--- config.mk ---
export PLATFORM = sky130hd
export DESIGN_NAME = hdlc_rx_ctrl_flat
export DESIGN_NICKNAME = d
export VERILOG_FILES = /design/src/rtl/hdlc_pkg.sv /design/src/rtl/hdlc_rx_ctrl_if.sv /design/src/rtl/hdlc_rx_bytecnt.sv /design/src/rtl/hdlc_rx_ctrl.sv /design/src/flat_wrapper.sv
export SDC_FILE = /design/constraint.sdc
export NUM_CORES = 1
export LEC_CHECK = 0
export CORE_MARGIN = 2
export CORE_UTILIZATION = 29
export DETAILED_ROUTE_END_ITERATION = 10
export PLACE_DENSITY_LB_ADDON = 0.05
export RECOVER_POWER = 25
export SLEW_MARGIN = 20
export SYNTH_ARGS = -nofsm -noshare
export SYNTH_HDL_FRONTEND = slang
export SYNTH_SLANG_ARGS = --single-unit
--- constraint.sdc ---
create_clock -name Clk -period 4.4 [get_ports Clk]
set_clock_uncertainty 0.15 [all_clocks]
set_input_delay 0.44 -clock Clk [delete_from_list [all_inputs] [get_ports Clk]]
set_output_delay 0.44 -clock Clk [all_outputs]
set_load 0.02 [all_outputs]
--- src/rtl/hdlc_pkg.sv ---
// rtl/hdlc_pkg.sv - shared types and constants for the HDLC receive path
package hdlc_pkg;

  typedef enum logic [1:0] {IDLE, FRAME, HOLD} rx_ctrl_state_t;

  localparam int HDLC_FCS_BYTES = 2;
  localparam int HDLC_MAX_BYTES = 128;

endpackage

--- src/rtl/hdlc_rx_ctrl_if.sv ---
// rtl/hdlc_rx_ctrl_if.sv - event/status bundle between Rx datapath, host and the Rx frame sequencer
interface hdlc_rx_ctrl_if #(parameter int SIZE_W = 8);

  logic              Rx_FlagDetect;
  logic              Rx_AbortDetect;
  logic              Rx_NewByte;
  logic              Rx_ByteAligned;
  logic              Rx_FCSen;
  logic              Rx_FCSerr;
  logic              Rx_ReadDone;
  logic              Rx_Drop;
  logic              Rx_ValidFrame;
  logic              Rx_WrBuff;
  logic              Rx_EoF;
  logic              Rx_AbortSignal;
  logic              Rx_Overflow;
  logic              Rx_FrameError;
  logic              Rx_Ready;
  logic [SIZE_W-1:0] Rx_FrameSize;

  modport master (
    output Rx_FlagDetect, Rx_AbortDetect, Rx_NewByte, Rx_ByteAligned, Rx_FCSen, Rx_FCSerr,
           Rx_ReadDone, Rx_Drop,
    input  Rx_ValidFrame, Rx_WrBuff, Rx_EoF, Rx_AbortSignal, Rx_Overflow, Rx_FrameError,
           Rx_Ready, Rx_FrameSize
  );

  modport slave (
    input  Rx_FlagDetect, Rx_AbortDetect, Rx_NewByte, Rx_ByteAligned, Rx_FCSen, Rx_FCSerr,
           Rx_ReadDone, Rx_Drop,
    output Rx_ValidFrame, Rx_WrBuff, Rx_EoF, Rx_AbortSignal, Rx_Overflow, Rx_FrameError,
           Rx_Ready, Rx_FrameSize
  );

endinterface

--- src/rtl/hdlc_rx_bytecnt.sv ---
// rtl/hdlc_rx_bytecnt.sv - saturating per-frame byte counter with clear priority over increment
module hdlc_rx_bytecnt
  import hdlc_pkg::*;
#(
  parameter int MAX = HDLC_MAX_BYTES,
  parameter int W   = 8
) (
  input  logic         Clk,
  input  logic         Rst,
  input  logic         Clr,
  input  logic         Inc,
  output logic [W-1:0] Count,
  output logic         AtMax
);

  assign AtMax = (Count == W'(MAX));

  always_ff @(posedge Clk) begin
    if (!Rst) begin
      Count <= '0;
    end else if (Clr) begin
      Count <= '0;
    end else if (Inc && !AtMax) begin
      Count <= Count + 1'b1;
    end
  end

endmodule

--- src/rtl/hdlc_rx_ctrl.sv ---
// rtl/hdlc_rx_ctrl.sv - HDLC Rx frame sequencer: buffer write strobes, end-of-frame and Rx status
module hdlc_rx_ctrl
  import hdlc_pkg::*;
#(
  parameter int MAX_BYTES = HDLC_MAX_BYTES,
  parameter int MIN_BYTES = 3,
  parameter int SIZE_W    = 8
) (
  input logic           Clk,
  input logic           Rst,
  hdlc_rx_ctrl_if.slave rx
);

  rx_ctrl_state_t    state;
  logic [SIZE_W-1:0] count;
  logic [SIZE_W-1:0] effCount;
  logic              atMax;
  logic              ovfSeen;
  logic              inFrame, abortEv, dropEv, byteEv, wrEv, byteOvf, closeEv;
  logic              isOvf, isErr, cntClr;

  // Abort beats drop, drop beats byte/flag; a byte arriving with the closing flag is counted first.
  assign inFrame  = (state == FRAME);
  assign abortEv  = inFrame && rx.Rx_AbortDetect;
  assign dropEv   = inFrame && rx.Rx_Drop && !abortEv;
  assign byteEv   = inFrame && rx.Rx_NewByte && !abortEv && !dropEv;
  assign wrEv     = byteEv && !atMax;
  assign byteOvf  = byteEv && atMax;
  assign effCount = count + SIZE_W'(wrEv);
  assign closeEv  = inFrame && rx.Rx_FlagDetect && !abortEv && !dropEv && (effCount != '0);
  assign isOvf    = ovfSeen || byteOvf;
  assign isErr    = !rx.Rx_ByteAligned
                 || (rx.Rx_FCSen && ((effCount < SIZE_W'(MIN_BYTES)) || rx.Rx_FCSerr))
                 || (!rx.Rx_FCSen && (effCount == '0));
  assign cntClr   = abortEv || dropEv || closeEv || ((state == IDLE) && rx.Rx_FlagDetect);

  hdlc_rx_bytecnt #(.MAX(MAX_BYTES), .W(SIZE_W)) u_bytecnt (
    .Clk  (Clk),
    .Rst  (Rst),
    .Clr  (cntClr),
    .Inc  (wrEv),
    .Count(count),
    .AtMax(atMax)
  );

  always_ff @(posedge Clk) begin
    if (!Rst) begin
      state             <= IDLE;
      ovfSeen           <= 1'b0;
      rx.Rx_ValidFrame  <= 1'b0;
      rx.Rx_WrBuff      <= 1'b0;
      rx.Rx_EoF         <= 1'b0;
      rx.Rx_AbortSignal <= 1'b0;
      rx.Rx_Overflow    <= 1'b0;
      rx.Rx_FrameError  <= 1'b0;
      rx.Rx_Ready       <= 1'b0;
      rx.Rx_FrameSize   <= '0;
    end else begin
      rx.Rx_WrBuff <= wrEv;
      rx.Rx_EoF    <= 1'b0;
      case (state)
        IDLE: begin
          if (rx.Rx_FlagDetect) begin
            state             <= FRAME;
            ovfSeen           <= 1'b0;
            rx.Rx_ValidFrame  <= 1'b1;
            rx.Rx_AbortSignal <= 1'b0;
            rx.Rx_Overflow    <= 1'b0;
            rx.Rx_FrameError  <= 1'b0;
          end else if (rx.Rx_Drop) begin
            rx.Rx_AbortSignal <= 1'b0;
            rx.Rx_Overflow    <= 1'b0;
            rx.Rx_FrameError  <= 1'b0;
          end
        end
        FRAME: begin
          if (abortEv) begin
            state             <= IDLE;
            ovfSeen           <= 1'b0;
            rx.Rx_ValidFrame  <= 1'b0;
            rx.Rx_EoF         <= 1'b1;
            rx.Rx_AbortSignal <= 1'b1;
            rx.Rx_Overflow    <= 1'b0;
            rx.Rx_FrameError  <= 1'b0;
          end else if (dropEv) begin
            state            <= IDLE;
            ovfSeen          <= 1'b0;
            rx.Rx_ValidFrame <= 1'b0;
          end else if (closeEv) begin
            // A bad frame's closing flag also opens the next one, so state stays FRAME.
            ovfSeen           <= 1'b0;
            rx.Rx_ValidFrame  <= 1'b0;
            rx.Rx_EoF         <= 1'b1;
            rx.Rx_AbortSignal <= 1'b0;
            rx.Rx_Overflow    <= isOvf;
            rx.Rx_FrameError  <= !isOvf && isErr;
            if (!isOvf && !isErr) begin
              state           <= HOLD;
              rx.Rx_Ready     <= 1'b1;
              rx.Rx_FrameSize <= rx.Rx_FCSen ? effCount - SIZE_W'(HDLC_FCS_BYTES) : effCount;
            end
          end else begin
            rx.Rx_ValidFrame <= 1'b1;
            if (byteOvf) ovfSeen <= 1'b1;
          end
        end
        HOLD: begin
          if (rx.Rx_ReadDone || rx.Rx_Drop) begin
            state           <= IDLE;
            rx.Rx_Ready     <= 1'b0;
            rx.Rx_FrameSize <= '0;
          end
        end
        default: state <= IDLE;
      endcase
    end
  end

endmodule

--- src/flat_wrapper.sv ---
// flat-port wrapper written by rule: the top's interface ports become plain ports
module hdlc_rx_ctrl_flat import hdlc_pkg::*;
#(
  parameter int MAX_BYTES = HDLC_MAX_BYTES,
  parameter int MIN_BYTES = 3,
  parameter int SIZE_W    = 8
)
  (Clk, Rst, rx_Rx_FlagDetect, rx_Rx_AbortDetect, rx_Rx_NewByte, rx_Rx_ByteAligned, rx_Rx_FCSen, rx_Rx_FCSerr, rx_Rx_ReadDone, rx_Rx_Drop, rx_Rx_ValidFrame, rx_Rx_WrBuff, rx_Rx_EoF, rx_Rx_AbortSignal, rx_Rx_Overflow, rx_Rx_FrameError, rx_Rx_Ready, rx_Rx_FrameSize);
  hdlc_rx_ctrl_if #(.SIZE_W(SIZE_W)) rx_i ();
  input logic Clk;
  input logic Rst;
  input wire logic [$bits(rx_i.Rx_FlagDetect)-1:0] rx_Rx_FlagDetect;
  input wire logic [$bits(rx_i.Rx_AbortDetect)-1:0] rx_Rx_AbortDetect;
  input wire logic [$bits(rx_i.Rx_NewByte)-1:0] rx_Rx_NewByte;
  input wire logic [$bits(rx_i.Rx_ByteAligned)-1:0] rx_Rx_ByteAligned;
  input wire logic [$bits(rx_i.Rx_FCSen)-1:0] rx_Rx_FCSen;
  input wire logic [$bits(rx_i.Rx_FCSerr)-1:0] rx_Rx_FCSerr;
  input wire logic [$bits(rx_i.Rx_ReadDone)-1:0] rx_Rx_ReadDone;
  input wire logic [$bits(rx_i.Rx_Drop)-1:0] rx_Rx_Drop;
  output wire logic [$bits(rx_i.Rx_ValidFrame)-1:0] rx_Rx_ValidFrame;
  output wire logic [$bits(rx_i.Rx_WrBuff)-1:0] rx_Rx_WrBuff;
  output wire logic [$bits(rx_i.Rx_EoF)-1:0] rx_Rx_EoF;
  output wire logic [$bits(rx_i.Rx_AbortSignal)-1:0] rx_Rx_AbortSignal;
  output wire logic [$bits(rx_i.Rx_Overflow)-1:0] rx_Rx_Overflow;
  output wire logic [$bits(rx_i.Rx_FrameError)-1:0] rx_Rx_FrameError;
  output wire logic [$bits(rx_i.Rx_Ready)-1:0] rx_Rx_Ready;
  output wire logic [$bits(rx_i.Rx_FrameSize)-1:0] rx_Rx_FrameSize;
  assign rx_i.Rx_FlagDetect = rx_Rx_FlagDetect;
  assign rx_i.Rx_AbortDetect = rx_Rx_AbortDetect;
  assign rx_i.Rx_NewByte = rx_Rx_NewByte;
  assign rx_i.Rx_ByteAligned = rx_Rx_ByteAligned;
  assign rx_i.Rx_FCSen = rx_Rx_FCSen;
  assign rx_i.Rx_FCSerr = rx_Rx_FCSerr;
  assign rx_i.Rx_ReadDone = rx_Rx_ReadDone;
  assign rx_i.Rx_Drop = rx_Rx_Drop;
  assign rx_Rx_ValidFrame = rx_i.Rx_ValidFrame;
  assign rx_Rx_WrBuff = rx_i.Rx_WrBuff;
  assign rx_Rx_EoF = rx_i.Rx_EoF;
  assign rx_Rx_AbortSignal = rx_i.Rx_AbortSignal;
  assign rx_Rx_Overflow = rx_i.Rx_Overflow;
  assign rx_Rx_FrameError = rx_i.Rx_FrameError;
  assign rx_Rx_Ready = rx_i.Rx_Ready;
  assign rx_Rx_FrameSize = rx_i.Rx_FrameSize;
  hdlc_rx_ctrl #(.MAX_BYTES(MAX_BYTES), .MIN_BYTES(MIN_BYTES), .SIZE_W(SIZE_W)) u_core (.Clk(Clk), .Rst(Rst), .rx(rx_i));
endmodule
# Yosys cells after proc, flatten, opt, wreduce, memory -nomap -nowiden
# Index checks and enable logic that the tools add are counted.
# classes
addsub	3
n_lt_le_gt_ge	1
n_eq_ne	15
muxes	48
bitwise_logic	1
n_reduce_logical	45
# ops
operator	n
$mux W8	6
$mux W1	28
$logic_and A1 B1 Y1	18
$pmux W8 S2	1
$mux W2	6
$pmux W1 S2	6
$ne A2 B2 Y1 const B	5
$ne A3 B3 Y1 const B	3
$add A8 B1 Y8	1
$add A8 B1 Y8 const B	1
$eq A8 B8 Y1 const B	1
$logic_not A8 Y1	1
$logic_or A1 B1 Y1	8
$lt A8 B2 Y1 const B	1
$ne A4 B4 Y1 const B	2
$reduce_and A4 Y1	2
$reduce_bool A8 Y1	1
$sub A8 B2 Y8 const B	1
$logic_not A1 Y1	7
$pmux W2 S3	1
$reduce_and A6 Y1	1
$ne A5 B5 Y1 const B	1
$reduce_and A2 Y1	2
$reduce_bool A2 Y1	2
7 further kinds	7
# word_totals
reg_bits	26
in_bits	10
output_inout_bits	15

# Longest topological paths before layout
# Gate-level depths: netlist of the first run.
# depth
ltp_word	20
ltp_mapped	14

# By module
# Synthesis of the first run repeated with hierarchy kept, for this count alone.
# unflattened
cells_unflattened	204
area_unflattened_um2	1719.1
# by_module_without_submodules
mod	instances	cells_each	area_each_um2
hdlc_rx_ctrl	1	156	1315.0
hdlc_rx_bytecnt	1	48	404.1

# Worst setup path after synthesis of the first run
# OpenSTA, ideal clock, no wires.
# synth_path
path_type	register to register
start	register u_core.u_bytecnt.Count[1]
end	register u_core.ovfSeen
arrival_time_ns	3.441
t_required_ns	4.162
setup_slack_ns	0.721
stages_incl_launch_ff	15
path_buffers	3
period_less_slack_ns	3.679
path_cell_list	dfxtp_1 > clkbuf_1 > inv_1 > ha_1 > and4bb_2 > a211oi_2 > ha_1 > and4_4 > buf_6 > mux2_4 > o21ai_4 > a21oi_2 > or3_1 > buf_6 > a311oi_2
# synth_between
elab_chain_len	10
word_cells_on_any_way	13
classes_between	add/sub: 1; eq/ne: 2; mux: 4; reduce/logical: 6
# synth_lines
element	line_no	rtl
from (decl)	hdlc_rx_bytecnt.sv:12	output logic [W-1:0] Count,
from (signal assigned)	hdlc_rx_bytecnt.sv:24	Count <= Count + 1'b1;
$eq A8 B8 Y1 (*)	hdlc_rx_bytecnt.sv:16	assign AtMax = (Count == W'(MAX));
$logic_not A1 Y1 (*)	hdlc_rx_ctrl.sv:27	assign wrEv = byteEv && !atMax;
$logic_and A1 B1 Y1 (*)	hdlc_rx_ctrl.sv:27	
via u_core.u_bytecnt.Inc	hdlc_rx_bytecnt.sv:11	input logic Inc,
$add A8 B1 Y8 (*)	hdlc_rx_ctrl.sv:29	assign effCount = count + SIZE_W'(wrEv);
$reduce_bool A8 Y1 (*)	hdlc_rx_ctrl.sv:30	assign closeEv = inFrame && rx.Rx_FlagDetect && !abortEv && !dropEv && (effCount != '0);
$logic_and A1 B1 Y1 (*)	hdlc_rx_ctrl.sv:30	
$mux W1	hdlc_rx_ctrl.sv:89	end else if (closeEv) begin
$mux W1	hdlc_rx_ctrl.sv:85	end else if (dropEv) begin
$mux W1	hdlc_rx_ctrl.sv:77	if (abortEv) begin
$pmux W1 S2	hdlc_rx_ctrl.sv:61	case (state)
to (signal assigned)	hdlc_rx_ctrl.sv:79	ovfSeen <= 1'b0;
to (signal assigned)	hdlc_rx_ctrl.sv:87	ovfSeen <= 1'b0;
to (signal assigned)	hdlc_rx_ctrl.sv:91	ovfSeen <= 1'b0;
to (decl)	hdlc_rx_ctrl.sv:18	logic ovfSeen;
# The timed path passes the listed nets; every way through them passes the cells marked *.
# A chain may end at the register's enable or synchronous reset.

# Worst setup path after layout of the first run
# layout_path
start	input rx_Rx_AbortDetect
end	register u_core.ovfSeen
# layout_between
elab_chain_len	13
word_cells_on_any_way	19
classes_between	add/sub: 1; eq/ne: 1; mux: 4; reduce/logical: 13
# layout_lines
element	line_no	rtl
from (decl)	flat_wrapper.sv:13	input wire logic [$bits(rx_i.Rx_AbortDetect)-1:0] rx_Rx_AbortDetect;
$logic_and A1 B1 Y1 (*)	hdlc_rx_ctrl.sv:24	assign abortEv = inFrame && rx.Rx_AbortDetect;
$logic_not A1 Y1 (*)	hdlc_rx_ctrl.sv:25, hdlc_rx_ctrl.sv:26	
$logic_and A1 B1 Y1	hdlc_rx_ctrl.sv:25	assign dropEv = inFrame && rx.Rx_Drop && !abortEv;
$logic_not A1 Y1	hdlc_rx_ctrl.sv:26	assign byteEv = inFrame && rx.Rx_NewByte && !abortEv && !dropEv;
$logic_and A1 B1 Y1 (*)	hdlc_rx_ctrl.sv:26	
$logic_and A1 B1 Y1 (*)	hdlc_rx_ctrl.sv:27	
via u_core.u_bytecnt.Inc	hdlc_rx_bytecnt.sv:11	
$add A8 B1 Y8 (*)	hdlc_rx_ctrl.sv:29	
$reduce_bool A8 Y1 (*)	hdlc_rx_ctrl.sv:30	
$logic_and A1 B1 Y1 (*)	hdlc_rx_ctrl.sv:30	
$mux W1	hdlc_rx_ctrl.sv:89	
$mux W1	hdlc_rx_ctrl.sv:85	
$mux W1	hdlc_rx_ctrl.sv:77	
$pmux W1 S2	hdlc_rx_ctrl.sv:61	
# Marks and branches as above.

==> impl.org, run 1 <==
** Layout
- Most common library cell in the layout ignoring fill and taps :: dfxtp_1
- For this run, the post-layout net count is 236.
- The library cells used most frequently in the layout, excluding fill and tap cells, are dfxtp_1, nor2_1, nand2_1, clkdlybuf4s50_1, a21oi_1.
- After routing the design area is 2010 µm².
- Area added between synthesis and finish :: 21.2%
- Sequential standard cell area :: 520 µm²
- The multi-input combinational cells in the finished layout cover a total of 1030 µm².
- Fillcell total :: 572
- Of the cells placed in the final design, the portion with a size suffix greater than 1 is 10.0%.
- 0 antenna diodes ended up in the layout.
- At the end of the flow the core is filled with cells to 36.5%.

** CTS
- Clock-pin transition on the worst setup and hold timing paths :: 0.10 ns
- Clock H-tree levels :: 1
- In this run, post-CTS hold repair placed 0 buffers.
- Sink count of the clock tree :: 26
- Post-CTS repair changed the size of 0 cells.
- Post-CTS timing repair inserted 0 buffers for setup.
- Clock latency on the worst-skew pair, taken at its later pin, is 0.27 ns.
- Clock buffers created by TritonCTS :: 3
- Clock tree from TritonCTS :: built
- CTS placed an instance of clkbuf_8 at the clock tree root.
- The longest clock path from root to sink contains 2 buffers.

** Timing
- Max Slew Vio Count :: 0
- Setup violations remaining at the end of the flow were counted as 0.
- Hold violation total from the final report :: 0
- Setup Total Neg Slack :: 0 ns
- The worst pin sits at a relative slew slack of 37.9%.
- Dividing the final minimum period by the clock period gives 86.3%.
- Setup repair after global routing left no endpoint under its margin.
- Subtracting the final worst setup slack from the clock period gives 3.80 ns.
- Setup slack on the critical path of the routed design comes to 0.601 ns.
- Across all hold checks on the routed design, the worst slack comes to 0.320 ns.
- Peak clock frequency supported by timing :: 0.263 GHz
- Tightest Pin Transition :: 0.921 ns

** Yosys
- Post-Synthesis Mean Instance Area :: 8.22 µm²
- The synthesized design contains 26 register bits.
- The synthesized design contains 0 enable-type register cells.
- The Yosys step of the flow raised 0 warnings.
- Sequential-to-total area share from yosys stat :: 31.3%
- Yosys cell types :: 48
- Share of synthesized flip-flops with an asynchronous set or reset :: 0%
- Most frequently used flop master after synthesis :: dfxtp_1
- Cells after Synth :: 202
- Cell area after technology mapping :: 1660 µm²
- Synthesized Nets :: 217

** Worst setup path
- Of all nets on the critical path, the largest fanout is 9.
- Critical path required time :: 4.44 ns
- The most critical setup path has its startpoint at rx_Rx_AbortDetect.
- Worst reg2reg path startpoint :: u_core.u_bytecnt.Count[1]
- The worst setup path is launched from an input pin.
- The critical path is of the in -> reg type.
- STA puts the critical path data arrival time at 3.84 ns.
- The worst setup path is captured at a flop.

** Detailed routing
- Using the TritonRoute via totals, the vias-per-cell ratio works out to 5.03.
- Post-detailed-route count of antenna-violating nets :: 0
- After detailed routing, the average wire length per cell comes to 13.9 µm.
- The routed design has 4060 µm of wire.
- After detailed routing, the number of remaining DRC violations is 0.
- The routed layout has 1,468 vias.
- Iteration count of the initial detailed-routing pass :: 5
- Number of DRC markers after the initial detailed-route iteration :: 52

** Floorplan
- The die is 79.7 µm tall.
- In this run the count of I/O pins placed on the die edge is 25.
- Measured along the x axis, the die boundary spans 79.7 µm.
- The floorplan step defined a core boundary enclosing 5510 µm².
- Effective utilization at floorplan :: 30.2%
- The floorplan step defined a die boundary enclosing 6350 µm².
- Number of standard-cell rows in the floorplan :: 27

** Place
- Prior to clock tree synthesis, the placed netlist has a worst setup slack of 0.325 ns.
- Detail Placement HPWL :: 3100 µm
- After detailed placement, the total cell area comes to 1940 µm².
- Routability-driven placement finished with a final weighted congestion of 0.788.
- The count of buffers added on input and output ports is 24.

** Global routing
- The via count of the first global-routing pass was 1,333.
- Entering global routing, the biggest net connects 16 pins.
- Global routing finished with a remaining overflow of 0.
- First-pass GRT wire length :: 6700 µm
- The number of antenna violations at the first check in global routing was 0.
- Across every metal layer, demand over resource in global routing totals 13.3%.

** Power and ir drop
- Static Leakage :: 0.000746 µW
- Maximum vdd ir drop :: 106 µV
- Power per standard cell area :: 242 nW/µm²

** Worst hold path
- In this run the most critical hold path is launched from u_core.rx.Rx_Ready.
- Path type of the worst min-delay path :: reg -> reg

** Job
- Across the run, the number of max-cap violations was 0.

** Status
- The flow ran to the end, and the final reports show no timing, DRC or antenna violations.
power breakdown:
part	internal, µW	switching, µW
logic	21.0	24.6
clock network	122	79.7
registers	238	2.76
total	380	107
flip-flops by register name, summed over array words and instances (netlist names):
| register | count |
|---|---|
| u_core.ovfSeen | 1 |
| u_core.rx.Rx_Overflow | 1 |
| u_core.state | 2 |
| u_core.rx.Rx_FrameError | 1 |
| u_core.rx.Rx_Ready | 1 |
| u_core.rx.Rx_ValidFrame | 1 |
| u_core.rx.Rx_EoF | 1 |
| u_core.rx.Rx_FrameSize | 8 |
| u_core.rx.Rx_AbortSignal | 1 |
| u_core.rx.Rx_WrBuff | 1 |
| u_core.u_bytecnt.Count | 8 |
through the flow:
step / instances / total power [µW]
2_1_floorplan: 202 / 274
3_3_place_gp: 288 / 292
3_5_place_dp: 288 / 292
4_1_cts: 292 / 496
5_1_grt: 292 / 512
6_report: 292 / 487
synthesized netlist by cell type (all sizes together) (2+ instances only):
cell type   n  area share, %
o31ai       3            1.4
xor2        9            4.7
dfxtp      26             31
and2        5            2.0
nor2       18            4.1
a32o        2            1.2
o21a        6            2.7
a21oi      14            4.4
nor3        9            2.7
nand4       2           0.75
and3        8            3.0
nand2      14            3.2
o21ai       7            2.8
or3         3            1.1
nor2b       3            1.1
inv         7            1.6
nand3       8            2.4
a211oi      3            1.7
a31oi       3            1.1
clkbuf      6            1.4
buf         8            3.5
o211ai      3            1.4
xnor2       8            4.2
ha          5            3.8
nand2b      5            1.9
path summary, 6_finish.rpt:
kind,to,slack (ns),cells past startpoint
max,u_core.ovfSeen,0.60,10
max reg2reg,u_core.ovfSeen,0.74,11
min reg2reg,u_core.rx.Rx_Ready,0.32,2
min,u_core.rx.Rx_Ready,0.32,2
metal layers:
layer | share of wire, % | GRT usage [%] | up-vias
met5 | 0 | 0 | -
met4 | 0.62 | 4.14 | 0
met3 | 3.2 | 1.81 | 2
met2 | 45 | 20.8 | 27
met1 | 51 | 18.8 | 684
li1 | - | - | 755
worst max-delay path, cell delays in order:
cell and delay (ns):
clkdlybuf4s50_1 0.52, or4b_4 0.59, a211oi_2 0.26, ha_1 0.28
and4_4 0.31, mux2_4 0.34, o21ai_4 0.19, a21oi_2 0.12
or3_1 0.56, a311oi_2 0.23
kinds of logic after synthesis:
| group | after synthesis | share of synthesized area [%] |
|---|---|---|
| AND/OR/NAND/NOR | 80 | 25.5 |
| AO/OA/AOI/OAI | 51 | 22.5 |
| flip-flops | 26 | 31.3 |
| buffers and inverters | 21 | 6.41 |
| XOR/XNOR | 17 | 8.97 |
| adder cells (fa/ha/maj) | 5 | 3.77 |
| multiplexers | 2 | 1.51 |
final cells by class:
class	instances	share of cell area [%]
flip-flops and latches	26	25.9
clock buffers	3	2.05
well taps	72	4.48
multi-input cells	155	51.4
clock inverters	1	1.49
repair buffers	28	13.4
inverters	7	1.31
Power figures use the tool's default switching activity.
==> run 2, diff against run 1 <==
Settings changed: CAP_MARGIN from default to 20.
==> results of run 2 <==
Final layout, timing and power as in run 1 (identical DEF).
==> run 3, diff against run 2 <==
Settings changed: CORE_ASPECT_RATIO from default to 0.8, CTS_CLUSTER_SIZE from default to 8.
==> run 3 against run 2 <==
Against the previous run:
- power down 12%
- clock power is 29% lower
- final cell count rose by 1.7%
- core utilization decreased by 0.33 points
- critical path depth increased by 1
- register-to-register slack got worse by 0.14 ns
- die area hardly changed
- clock-buffer cell count did not move
- global-route usage rose by 1.6 points
- largest cell class unchanged
- highest routed layer unchanged
==> impl.org, run 3 (synthesis results as in run 1) <==
** Status
- Outcome :: complete, no violations (unchanged)

** Global routing
- The number of antenna violations at the first check in global routing is 0 (unchanged).
- Via count of the first global-routing pass :: 1,519 (was 1,333)
- The pin count of the biggest net entering global routing came to 14 (was 16).
- First-pass GRT wire length :: 7410 µm (was 6700 µm)
- Remaining Overflow, GRT :: 0 (unchanged)
- The global router's overall resource usage was 14.8% (was 13.3%).

** CTS
- Clock buffers created by TritonCTS :: 3 (unchanged)
- The post-CTS setup-driven buffer insertion count came to 0 (unchanged).
- Clock tree from TritonCTS :: built (unchanged)
- The number of hold buffers added after cts came to 0 (unchanged).
- Resized cells post-CTS :: 0 (unchanged)
- Clk buf depth :: 2 (unchanged)
- Clock-pin transition on the worst setup and hold timing paths :: 0.09 ns (was 0.10 ns)
- Sink count of the clock tree :: 26 (unchanged)
- CTS Root Cell :: clkbuf_8 (unchanged)
- Clock H-tree levels :: 1 (unchanged)
- The clock insertion delay at the later pin of the skew report was 0.27 ns (about the same).

** Detailed routing
- The detailed-route vias per instance is 5.00 (was 5.03).
- Via count :: 1,485 (was 1,468)
- The number of detailed-route iterations in the first pass came to 4 (was 5).
- Post-detailed-route count of antenna-violating nets :: 0 (unchanged)
- # DRC :: 0 (unchanged)
- Number of DRC markers after the initial detailed-route iteration :: 87 (was 52)
- Routed WL per cell :: 14.0 µm (was 13.9 µm)
- Total wire length after detailed routing :: 4170 µm (was 4060 µm)

** Worst setup path
- By instance count, the cell type seen most on the critical path is ha_1.
- Worst Path Buf+Inv :: 1 (unchanged)
- The required time of the critical path came to 4.44 ns (about the same).
- Worst Path Class, Setup :: reg -> reg (was in -> reg)
- Biggest cell delay along the critical path :: 0.70 ns (was 0.59 ns)
- Arr. time, crit path :: 3.84 ns (about the same)
- The standard cell with the maximum stage delay on the critical path was o22ai_1 (was or4b_4).
- Cell-by-cell listing of the critical path: inv_1 > ha_1 > and4bb_2 > a211oi_2 > ha_1 > and4_4 > mux2_4 > o21ai_4 > o22ai_1 > nand2_1 > o31ai_1 (was clkdlybuf4s50_1 > or4b_4 > a211oi_2 > ha_1 > and4_4 > mux2_4 > o21ai_4 > a21oi_2 > or3_1 > a311oi_2).
- The maximum fanout count along the critical path is 13 (was 9).
- The launching element type of the critical path is a flop (was input pin).
- The critical path's top delay family was compound AO/OA/AOI/OAI gates (was simple AND/OR/NAND/NOR gates).
- The capturing element type of the critical path was a flop (unchanged).

** Floorplan
- DIE HEIGHT :: 71.7 µm (was 79.7 µm)
- The die footprint was 6350 µm² (about the same).
- Effective utilization at floorplan :: 30.2% (about the same)
- Number of primary I/O pins :: 25 (unchanged)
- The area of the core region is 5500 µm² (was 5510 µm²).
- Horiz. Die Dim :: 88.6 µm (was 79.7 µm)
- The cell row count is 24 (was 27).

** Layout
- Most used cells in the layout excluding fill and tap cells: dfxtp_1, nor2_1, nand2_1, clkdlybuf4s50_1, a21oi_1 (unchanged).
- Ant. Diodes :: 0 (unchanged)
- Count of nets after finishing :: 236 (unchanged)
- Largest registers :: u_core.rx.Rx_FrameSize x8, u_core.u_bytecnt.Count x8, u_core.state x2 (unchanged)
- Final instance area :: 1990 µm² (was 2010 µm²)
- The fraction of layout instances using a drive strength above 1 is 9.59% (was 10.0%).
- The post-layout instance count excluding filler cells came to 297 (was 292).
- Area added between synthesis and finish :: 19.8% (was 21.2%)
- Most common library cell in the layout ignoring fill and taps :: dfxtp_1 (unchanged)

** Timing
- The number of hold-slack violations in the final timing report came to 0 (unchanged).
- The setup violation total in the final timing report is 0 (unchanged).
- The worst slew margin relative to its limit came to 40.9% (was 37.9%).
- Tightest Pin Transition :: 0.886 ns (was 0.921 ns)
- The highest achievable clock rate was 0.263 GHz (about the same).
- Setup Total Neg Slack :: 0 ns (unchanged)
- The post-layout minimum cycle time is 3.80 ns (about the same).
- RSZ-0062 raised after global routing: no (unchanged).
- Max Slew Vio Count :: 0 (unchanged)
- The final clock period utilization by the worst path was 86.3% (about the same).

** Job
- Total of max-cap violations :: 0 (unchanged)

** Power and ir drop
- Static Leakage :: 0.000733 µW (was 0.000746 µW)
- The worst-case vdd ir drop was 107 µV (was 106 µV).
- Power per standard cell area :: 215 nW/µm² (was 242 nW/µm²)

** Place
- The area after detailed placement is 1950 µm² (was 1940 µm²).
- Detail Placement HPWL :: 3240 µm (was 3100 µm)
- Final weighted congestion in routability-driven placement :: 0.755 (was 0.788)
- The number of placed instances, taps included came to 294 (was 288).
- The count of buffers inserted at the top-level ports came to 24 (unchanged).

** Worst hold path
- The worst hold path class is reg -> reg (unchanged).
run 3: cell count changes in the layout (fill, tap and decap cells not counted):
| cell | before | now |
|---|---|---|
| bufinv_16 | 1 | 0 |
| o21ai_0 | 6 | 5 |
| o21ai_1 | 0 | 1 |
run 3: layer usage:
layer	up-vias	part of all wire, %	GRT usage [%]	routed length, µm
met4	0	0.86	3.03	36
li1	752	-	-	-
met5	-	0	0	0
met2	23	46	23.9	1900
met3	5	3.1	3.11	129
met1	705	50	20.6	2100
run 3: path summary, 6_finish.rpt:
kind / start / to / slack [ns] / cells past startpoint
worst max-delay path: u_core.u_bytecnt.Count[1] / u_core.rx.Rx_FrameSize[6] / 0.60 / 11
worst min-delay path: u_core.rx.Rx_Ready / u_core.rx.Rx_Ready / 0.31 / 2
worst max register to register: u_core.u_bytecnt.Count[1] / u_core.rx.Rx_FrameSize[6] / 0.60 / 11
worst min register to register: u_core.rx.Rx_Ready / u_core.rx.Rx_Ready / 0.31 / 2
run 3: final cells by class:
class	instances	area (µm²)
fillers	581	3510
well taps	78	97.6
flip-flops and latches	26	520
clock buffers	3	41.3
multi-input cells	155	1030
inverters	7	26.3
repair buffers	28	270
run 3: per-stage QoR:
step | total power, µW | util [%] | hold slack, ns | worst slack [ns]
2_1_floorplan | 274 | - | 0.376 | 0.721
3_5_place_dp | 293 | 35.5 | 0.301 | 0.365
3_3_place_gp | 293 | 35.5 | 0.312 | 0.451
4_1_cts | 435 | 36.2 | 0.314 | 0.613
5_1_grt | 450 | 36.2 | 0.335 | 0.258
6_report | 428 | 36.2 | 0.306 | 0.601
run 3: power by group:
part	internal (µW)	total, µW	leakage (µW)	switching [µW]
clock	61.6	142	0.0000216	79.9
combinational	21.7	46.0	0.000502	24.3
sequential	238	240	0.000210	2.69
run 3: worst reg2reg max path: stages (launching register included):
cell and delay [ns]:
dfxtp_1 0.60, inv_1 0.13, ha_1 0.21, and4bb_2 0.24, a211oi_2 0.30, ha_1 0.30
and4_4 0.31, mux2_4 0.19, o21ai_4 0.07, o22ai_1 0.70, nand2_1 0.23, o31ai_1 0.28
